### config.mk
export PLATFORM = sky130hd
export DESIGN_NAME = tpg_clocked_video_source
export DESIGN_NICKNAME = d
export VERILOG_FILES = /design/src/rtl/tpg_pkg.sv /design/src/rtl/tpg_timing_gen.sv /design/src/rtl/tpg_clocked_video_source.sv
export SDC_FILE = /design/constraint.sdc
export NUM_CORES = 1
export LEC_CHECK = 0
export CAP_MARGIN = 30
export CORE_ASPECT_RATIO = 0.8
export CORE_UTILIZATION = 35
export DETAILED_ROUTE_END_ITERATION = 10
export GPL_ROUTABILITY_DRIVEN = 0
export PLACE_DENSITY = 0.56
export SLEW_MARGIN = 20
export SYNTH_ARGS = -nofsm -noshare
export SYNTH_HDL_FRONTEND = slang
export SYNTH_HIERARCHICAL = 1
export SYNTH_SLANG_ARGS = --single-unit
export TNS_END_PERCENT = 20
### constraint.sdc
create_clock -name clk_clk -period 3.95 [get_ports clk_clk]
set_input_delay 0.9875 -clock clk_clk [delete_from_list [all_inputs] [get_ports clk_clk]]
set_output_delay 0.9875 -clock clk_clk [all_outputs]
set_load 0.03 [all_outputs]
### src/rtl/tpg_pkg.sv
// Shared definitions for the clocked-video test pattern generator.
//   CNT_W       : width of the h/v position counters
//   PAT_*       : pattern_sel codes
//   BAR_COLORS  : the eight colour-bar values, left to right, packed {R,G,B}
//   state_t     : run-control FSM states
package tpg_pkg;

  localparam int CNT_W = 16;

  localparam logic [1:0] PAT_BARS  = 2'd0;
  localparam logic [1:0] PAT_RAMP  = 2'd1;
  localparam logic [1:0] PAT_CHECK = 2'd2;
  localparam logic [1:0] PAT_SOLID = 2'd3;

  localparam logic [23:0] BAR_COLORS [8] = '{
    24'hFFFFFF, 24'hFFFF00, 24'h00FFFF, 24'h00FF00,
    24'hFF00FF, 24'hFF0000, 24'h0000FF, 24'h000000
  };

  typedef enum logic [1:0] {
    IDLE  = 2'd0,
    RUN   = 2'd1,
    DRAIN = 2'd2
  } state_t;

endpackage

### src/rtl/tpg_timing_gen.sv
// Horizontal/vertical position counters and raster decode.
//   clk, rst_n  : pixel clock, asynchronous active-low reset
//   run         : counters advance when high, are held at 0 when low
//   h_cnt/v_cnt : current raster position (line order active, FP, sync, BP)
//   active      : position is inside the active picture
//   hs/vs       : position is inside the horizontal/vertical sync region
//   first_pix   : position is (0,0)
//   line_last   : position is the last pixel of a line
//   frame_last  : position is the last pixel of a frame
module tpg_timing_gen
  import tpg_pkg::*;
#(
  parameter int H_ACTIVE = 1280,
  parameter int H_FP     = 110,
  parameter int H_SYNC   = 40,
  parameter int H_BP     = 220,
  parameter int V_ACTIVE = 720,
  parameter int V_FP     = 5,
  parameter int V_SYNC   = 5,
  parameter int V_BP     = 20
) (
  input  logic             clk,
  input  logic             rst_n,
  input  logic             run,
  output logic [CNT_W-1:0] h_cnt,
  output logic [CNT_W-1:0] v_cnt,
  output logic             active,
  output logic             hs,
  output logic             vs,
  output logic             first_pix,
  output logic             line_last,
  output logic             frame_last
);

  localparam int H_TOTAL = H_ACTIVE + H_FP + H_SYNC + H_BP;
  localparam int V_TOTAL = V_ACTIVE + V_FP + V_SYNC + V_BP;

  localparam logic [CNT_W-1:0] H_ACT_C  = CNT_W'(H_ACTIVE);
  localparam logic [CNT_W-1:0] H_LAST_C = CNT_W'(H_TOTAL - 1);
  localparam logic [CNT_W-1:0] HS_BEG_C = CNT_W'(H_ACTIVE + H_FP);
  localparam logic [CNT_W-1:0] HS_END_C = CNT_W'(H_ACTIVE + H_FP + H_SYNC);
  localparam logic [CNT_W-1:0] V_ACT_C  = CNT_W'(V_ACTIVE);
  localparam logic [CNT_W-1:0] V_LAST_C = CNT_W'(V_TOTAL - 1);
  localparam logic [CNT_W-1:0] VS_BEG_C = CNT_W'(V_ACTIVE + V_FP);
  localparam logic [CNT_W-1:0] VS_END_C = CNT_W'(V_ACTIVE + V_FP + V_SYNC);

  always_ff @(posedge clk or negedge rst_n) begin
    if (!rst_n) begin
      h_cnt <= '0;
      v_cnt <= '0;
    end else if (!run) begin
      h_cnt <= '0;
      v_cnt <= '0;
    end else if (line_last) begin
      h_cnt <= '0;
      v_cnt <= frame_last ? '0 : v_cnt + 1'b1;
    end else begin
      h_cnt <= h_cnt + 1'b1;
    end
  end

  assign line_last  = (h_cnt == H_LAST_C);
  assign frame_last = line_last && (v_cnt == V_LAST_C);
  assign active     = (h_cnt < H_ACT_C) && (v_cnt < V_ACT_C);
  assign hs         = (h_cnt >= HS_BEG_C) && (h_cnt < HS_END_C);
  // Depends on v_cnt only, so it can change only where h_cnt wraps to 0.
  assign vs         = (v_cnt >= VS_BEG_C) && (v_cnt < VS_END_C);
  assign first_pix  = (h_cnt == '0) && (v_cnt == '0);

endmodule

### src/rtl/tpg_clocked_video_source.sv
// Clocked-video test pattern source: programmable progressive raster with
// colour bars, grey ramp, checkerboard or solid colour, feeding the vid_*
// inputs of a clocked-video-in interface.
//   clk_clk, reset_reset_n : pixel clock, asynchronous active-low reset
//   enable                 : run request; dropping it finishes the frame first
//   pattern_sel, solid_rgb : pattern choice, sampled once per frame
//   vid_*                  : registered clocked-video stream
//   frame_start            : pulse on the first active pixel of each frame
// H_ACTIVE must be at least 8 so that every colour bar is non-empty.
module tpg_clocked_video_source
  import tpg_pkg::*;
#(
  parameter int H_ACTIVE = 1280,
  parameter int H_FP     = 110,
  parameter int H_SYNC   = 40,
  parameter int H_BP     = 220,
  parameter int V_ACTIVE = 720,
  parameter int V_FP     = 5,
  parameter int V_SYNC   = 5,
  parameter int V_BP     = 20,
  parameter int HS_POL   = 1,
  parameter int VS_POL   = 1
) (
  input  logic        clk_clk,
  input  logic        reset_reset_n,
  input  logic        enable,
  input  logic [1:0]  pattern_sel,
  input  logic [23:0] solid_rgb,
  output logic [23:0] vid_data,
  output logic        vid_datavalid,
  output logic        vid_h_sync,
  output logic        vid_v_sync,
  output logic        vid_f,
  output logic        vid_locked,
  output logic        frame_start
);

  localparam int               BAR_W      = H_ACTIVE / 8;
  localparam logic [CNT_W-1:0] BAR_LAST_C = CNT_W'(BAR_W - 1);
  localparam logic             HS_ON      = (HS_POL != 0);
  localparam logic             VS_ON      = (VS_POL != 0);

  state_t           state;
  logic             locked_q;
  logic             run_p0;
  logic [CNT_W-1:0] h_cnt_p0;
  logic [CNT_W-1:0] v_cnt_p0;
  logic             active_p0;
  logic             hs_p0;
  logic             vs_p0;
  logic             first_p0;
  logic             line_last_p0;
  logic             frame_last_p0;
  logic [CNT_W-1:0] bar_sub_p0;
  logic [2:0]       bar_idx_p0;
  logic [1:0]       sel_shadow;
  logic [23:0]      rgb_shadow;
  logic [1:0]       sel_eff;
  logic [23:0]      rgb_eff;
  logic [23:0]      pix_p0;
  logic [23:0]      data_p1;
  logic             vld_p1;
  logic             hs_p1;
  logic             vs_p1;
  logic             fs_p1;
  logic             unused_cnt_bits;

  assign run_p0 = (state != IDLE);

  tpg_timing_gen #(
    .H_ACTIVE (H_ACTIVE),
    .H_FP     (H_FP),
    .H_SYNC   (H_SYNC),
    .H_BP     (H_BP),
    .V_ACTIVE (V_ACTIVE),
    .V_FP     (V_FP),
    .V_SYNC   (V_SYNC),
    .V_BP     (V_BP)
  ) u_timing (
    .clk        (clk_clk),
    .rst_n      (reset_reset_n),
    .run        (run_p0),
    .h_cnt      (h_cnt_p0),
    .v_cnt      (v_cnt_p0),
    .active     (active_p0),
    .hs         (hs_p0),
    .vs         (vs_p0),
    .first_pix  (first_p0),
    .line_last  (line_last_p0),
    .frame_last (frame_last_p0)
  );

  // Only the low bits feed the ramp/checker patterns.
  assign unused_cnt_bits = ^{h_cnt_p0[CNT_W-1:8], v_cnt_p0[CNT_W-1:5], v_cnt_p0[3:0]};

  // Run control. Leaving RUN only ends the stream at a frame boundary, so
  // the downstream capture never sees a truncated frame.
  always_ff @(posedge clk_clk or negedge reset_reset_n) begin
    if (!reset_reset_n) begin
      state    <= IDLE;
      locked_q <= 1'b0;
    end else begin
      case (state)
        IDLE: begin
          if (enable) state <= RUN;
        end
        RUN: begin
          if (first_p0) locked_q <= 1'b1;
          if (!enable)  state    <= DRAIN;
        end
        DRAIN: begin
          if (first_p0) locked_q <= 1'b1;
          if (enable) begin
            state <= RUN;
          end else if (frame_last_p0) begin
            state    <= IDLE;
            locked_q <= 1'b0;
          end
        end
        default: begin
          state    <= IDLE;
          locked_q <= 1'b0;
        end
      endcase
    end
  end

  // Bar position tracked incrementally so no divider is needed; the index
  // saturates so remainder pixels past the eighth bar stay black.
  always_ff @(posedge clk_clk or negedge reset_reset_n) begin
    if (!reset_reset_n) begin
      bar_sub_p0 <= '0;
      bar_idx_p0 <= '0;
    end else if (!run_p0 || line_last_p0) begin
      bar_sub_p0 <= '0;
      bar_idx_p0 <= '0;
    end else if (bar_sub_p0 == BAR_LAST_C) begin
      bar_sub_p0 <= '0;
      if (bar_idx_p0 != 3'd7) bar_idx_p0 <= bar_idx_p0 + 3'd1;
    end else begin
      bar_sub_p0 <= bar_sub_p0 + 1'b1;
    end
  end

  // Pattern controls are frozen for a whole frame.
  always_ff @(posedge clk_clk) begin
    if (run_p0 && first_p0) begin
      sel_shadow <= pattern_sel;
      rgb_shadow <= solid_rgb;
    end
  end

  // The first pixel of a frame uses the live inputs, since the shadow
  // registers are loaded on that same edge.
  always_comb begin
    sel_eff = first_p0 ? pattern_sel : sel_shadow;
    rgb_eff = first_p0 ? solid_rgb : rgb_shadow;
    pix_p0  = '0;
    case (sel_eff)
      PAT_BARS:  pix_p0 = BAR_COLORS[bar_idx_p0];
      PAT_RAMP:  pix_p0 = {3{h_cnt_p0[7:0]}};
      PAT_CHECK: pix_p0 = (h_cnt_p0[4] ^ v_cnt_p0[4]) ? 24'hFFFFFF : 24'h000000;
      default:   pix_p0 = rgb_eff;
    endcase
  end

  // ---- stage p0 -> p1: output register ----
  always_ff @(posedge clk_clk or negedge reset_reset_n) begin
    if (!reset_reset_n) begin
      data_p1 <= '0;
      vld_p1  <= 1'b0;
      hs_p1   <= ~HS_ON;
      vs_p1   <= ~VS_ON;
      fs_p1   <= 1'b0;
    end else begin
      vld_p1  <= run_p0 && active_p0;
      data_p1 <= (run_p0 && active_p0) ? pix_p0 : 24'h000000;
      hs_p1   <= (run_p0 && hs_p0) ? HS_ON : ~HS_ON;
      vs_p1   <= (run_p0 && vs_p0) ? VS_ON : ~VS_ON;
      fs_p1   <= run_p0 && active_p0 && first_p0;
    end
  end

  assign vid_data      = data_p1;
  assign vid_datavalid = vld_p1;
  assign vid_h_sync    = hs_p1;
  assign vid_v_sync    = vs_p1;
  assign vid_f         = 1'b0;
  assign vid_locked    = locked_q;
  assign frame_start   = fs_p1;

endmodule
==> results.json <==
{
  "insertedDiodeCount": 0,
  "mappedNetlistArea_um2": 5413,
  "route.final.wire_length_um": 12630,
  "nets_final": 588,
  "final-hold-violation-count": 0,
  "cts_post_setup_buffers_inserted": 0,
  "worst_setup_hold_path_clk_slew_ps": 80,
  "slew_headroom": 0.4324,
  "buffer_ports.inserted": 57,
  "die-height_um": 113.2,
  "track_usage": 0.1673,
  "effective_utilization_at_floorplan": 0.3593,
  "timing.final.crit_share": 0.8993,
  "max_cap_violations": 0,
  "detail_route.vias_per_cell": 5.243,
  "clkLatencyLatePin_ps": 360,
  "die_width_um": 141.0,
  "post-route-cell-area_um2": 6511,
  "vdd.ir_drop.worst_uv": 306.2,
  "crit_path_end_kind": "flip-flop",
  "tritoncts_clock_tree": "done",
  "first_global_vias": 3935,
  "cts_hold_repair.buffers": 0,
  "drt-wirelength-per-cell_um": 16.61,
  "r2r_end": "vid_data[13]",
  "hpwlAfterDp_um": 9067,
  "synthesis.area_per_instance_um2": 10.96,
  "cts-root-to-sink-buffers": 2,
  "worst_r2r_path_depth": 9,
  "final_cell_mix": "dfrtp_1 (82), clkdlybuf4s50_1 (56), nor2_1 (41)",
  "grt_overflow": 0,
  "grt_util_met2": 0.2594,
  "critical-path-slowest-cell": "or4_4",
  "fin_crit_ps": 3552,
  "synth.distinct_cells": 63,
  "synth-warning-count": 6,
  "path_max_fanout": 16,
  "seq_area_frac_synth": 0.5233,
  "timing.critical_path.slowest_cell_delay_ps": 550,
  "boundaryPins": 59,
  "ant_nets": 0,
  "worst_path_most_repeated_cell": "buf_4",
  "initial_antenna_violation_count": 0,
  "postLayoutCoreUtil": 0.4322,
  "asyncSetResetFlopFracSynth": 0.7593,
  "drtPass1Iterations": 5,
  "slack_of_the_worst_reg_to_reg_path_ps": 400,
  "power.density_nw_per_um2": 596.6,
  "drc_errors": 0,
  "post_dp_cell_area_um2": 6196,
  "most_common_flop_cell_mapped_by_yosys": "dfrtp_1",
  "dr_total_vias": 3985,
  "number_of_synthesized_flops_with_an_enable_pin": 26,
  "timing.critical_path.arrival_ps": 3800,
  "grt_use_met3": 0.05248,
  "synth_cells": 494,
  "flow.area_growth_from_synthesis_pct": 20.30,
  "endpoint": "vid_data[13]",
  "grt_busiest_layer": "met2",
  "clock-root-buffer": "clkbuf_16",
  "worstSetupStartpointType": "flip-flop",
  "timing.fmax_mhz": 281.5,
  "core-area_um2": 15060,
  "setup-violations-final": 0,
  "setup-tns-final_ps": 0,
  "critical_path_cell_list": "or4_4, nor3_1, nand2_1, nor4_2, buf_4, buf_4, a21oi_1, o21ba_2, a221oi_1",
  "critical_path_required_ps": 4190,
  "syn-num-nets": 537,
  "report.final.slew_viol_count": 0,
  "leading_cell_type_in_the_layout_fill_and_taps_excluded": "dfrtp_1",
  "grt_max_degree": 43,
  "clock-skew-final_ps": 7.645,
  "r2r_start": "u_timing/v_cnt[11]",
  "worstHoldPathType": "flip-flop to flip-flop",
  "global_route.usage.met1": 0.2302,
  "synth_seq_cells": 108,
  "power.static_leakage_nw": 2.616,
  "rsz_0062_raised_after_global_routing": "no",
  "first_iter_violations": 287,
  "die_area_um2": 15970,
  "tightest_slew_ps": 849.4,
  "clock_sink_count": 108,
  "timing.critical_path.from": "u_timing/v_cnt[11]",
  "share_of_cells_above_drive_strength_1": 0.09273,
  "placement_rows": 40,
  "nFillCells": 1437,
  "wire_length_of_the_first_global_routing_pass_um": 20730,
  "number_of_buffers_created_by_cts": 9,
  "post_cts.resized_instances": 0,
  "totalPowerFinal_w": 0.003885,
  "outcome": "complete, no violations",
  "crit_type": "flip-flop to flip-flop",
  "htree_levels": 3
}
## cell usage after synthesis, drive strengths merged, types with 9 or more instances
library cell	n	area, um2
a21oi	29	145.1
a221oi	24	210.2
buf	9	50.05
clkbuf	15	66.31
dfrtp	82	2052
edfxtp	26	780.8
ha	14	175.2
inv	25	93.84
mux2i	28	280.3
nand2	22	82.58
nand3	19	95.09
nand4	12	87.58
nor2	41	153.9
nor3	11	60.06
nor4	14	123.9
o21ai	13	68.82
or4	11	90.08
xnor2	21	183.9
## per-stage QoR
step                      setup slack [ps]  cells  hold slack [ps]
after global routing                 187.7    760            557.2
after CTS                            380.2    759            513.5
after floorplan                      436.9    494            464.5
after global placement               578.9    741            502.4
after detailed placement             399.3    743            502.8
final                                397.9    760            511.5
## logic make-up (layout without fill, tap and decap cells)
family	count (synthesis)	count (layout)	share of synthesized area
and+or+nand+nor	174	174	0.1884
DFF	108	108	0.5233
AOI/OAI and AO/OA	90	90	0.1158
buffers and inverters	50	106	0.04068
xor gates and xnor gates	29	29	0.04693
muxes	28	28	0.05178
adders and majority gates	14	14	0.03236
other	1	1	0.0006928
## worst max-delay path: cells and delay by family, from the launching register on
| kind | cells | cell delay (ps) |
|---|---|---|
| AOI/OAI and AO/OA | 3 | 860 |
| buffers and inverters | 2 | 670 |
| DFF | 1 | 410 |
| and+or+nand+nor | 4 | 1490 |
## registers in the layout, summed over array words and instances, names as in the netlist
signal          cells
frame_start         1
bar_sub_p0         16
u_timing/h_cnt     16
u_timing/v_cnt     16
rgb_shadow         24
state               2
sel_shadow          2
vid_locked          1
vid_data           24
vid_v_sync          1
bar_idx_p0          3
vid_h_sync          1
vid_datavalid       1
## per-layer routing
layer,vias to the layer above,share of wire,routed length (um)
li1,1928,-,-
met1,1959,0.50,6319
met2,88,0.44,5571
met3,10,0.050,636
met4,0,0.0077,97
met5,-,0,0
## worst min path at each step
| stage | startpoint | endpoint | cells after the start |
|---|---|---|---|
| 2_1_floorplan | bar_sub_p0[0] | bar_sub_p0[0] | 1 |
| 3_3_place_gp | bar_sub_p0[0] | bar_sub_p0[0] | 1 |
| 3_5_place_dp | bar_sub_p0[0] | bar_sub_p0[0] | 1 |
| 4_1_cts | bar_sub_p0[0] | bar_sub_p0[0] | 1 |
| 5_1_grt | bar_sub_p0[0] | bar_sub_p0[0] | 1 |
| 6_report | bar_sub_p0[0] | bar_sub_p0[0] | 1 |
## power by group
part / leakage (nW) / internal, W / switching [W]
clock: 0.148 / 0.000450 / 0.000465
combinational: 1.10 / 0.000526 / 0.000930
sequential: 1.37 / 0.00141 / 0.000104
## final cells by class
class / count / area (um2) / share of cell area
sequential: 108 / 2833 / 0.4351
multi-input combinational: 336 / 2369 / 0.3638
timing repair buffer: 65 / 649.4 / 0.09973
tap: 210 / 262.8 / 0.04035
clock buffer: 9 / 225.2 / 0.03459
inverter: 25 / 93.84 / 0.01441
clock inverter: 7 / 78.83 / 0.01211
Power figures use the tool's default switching activity.
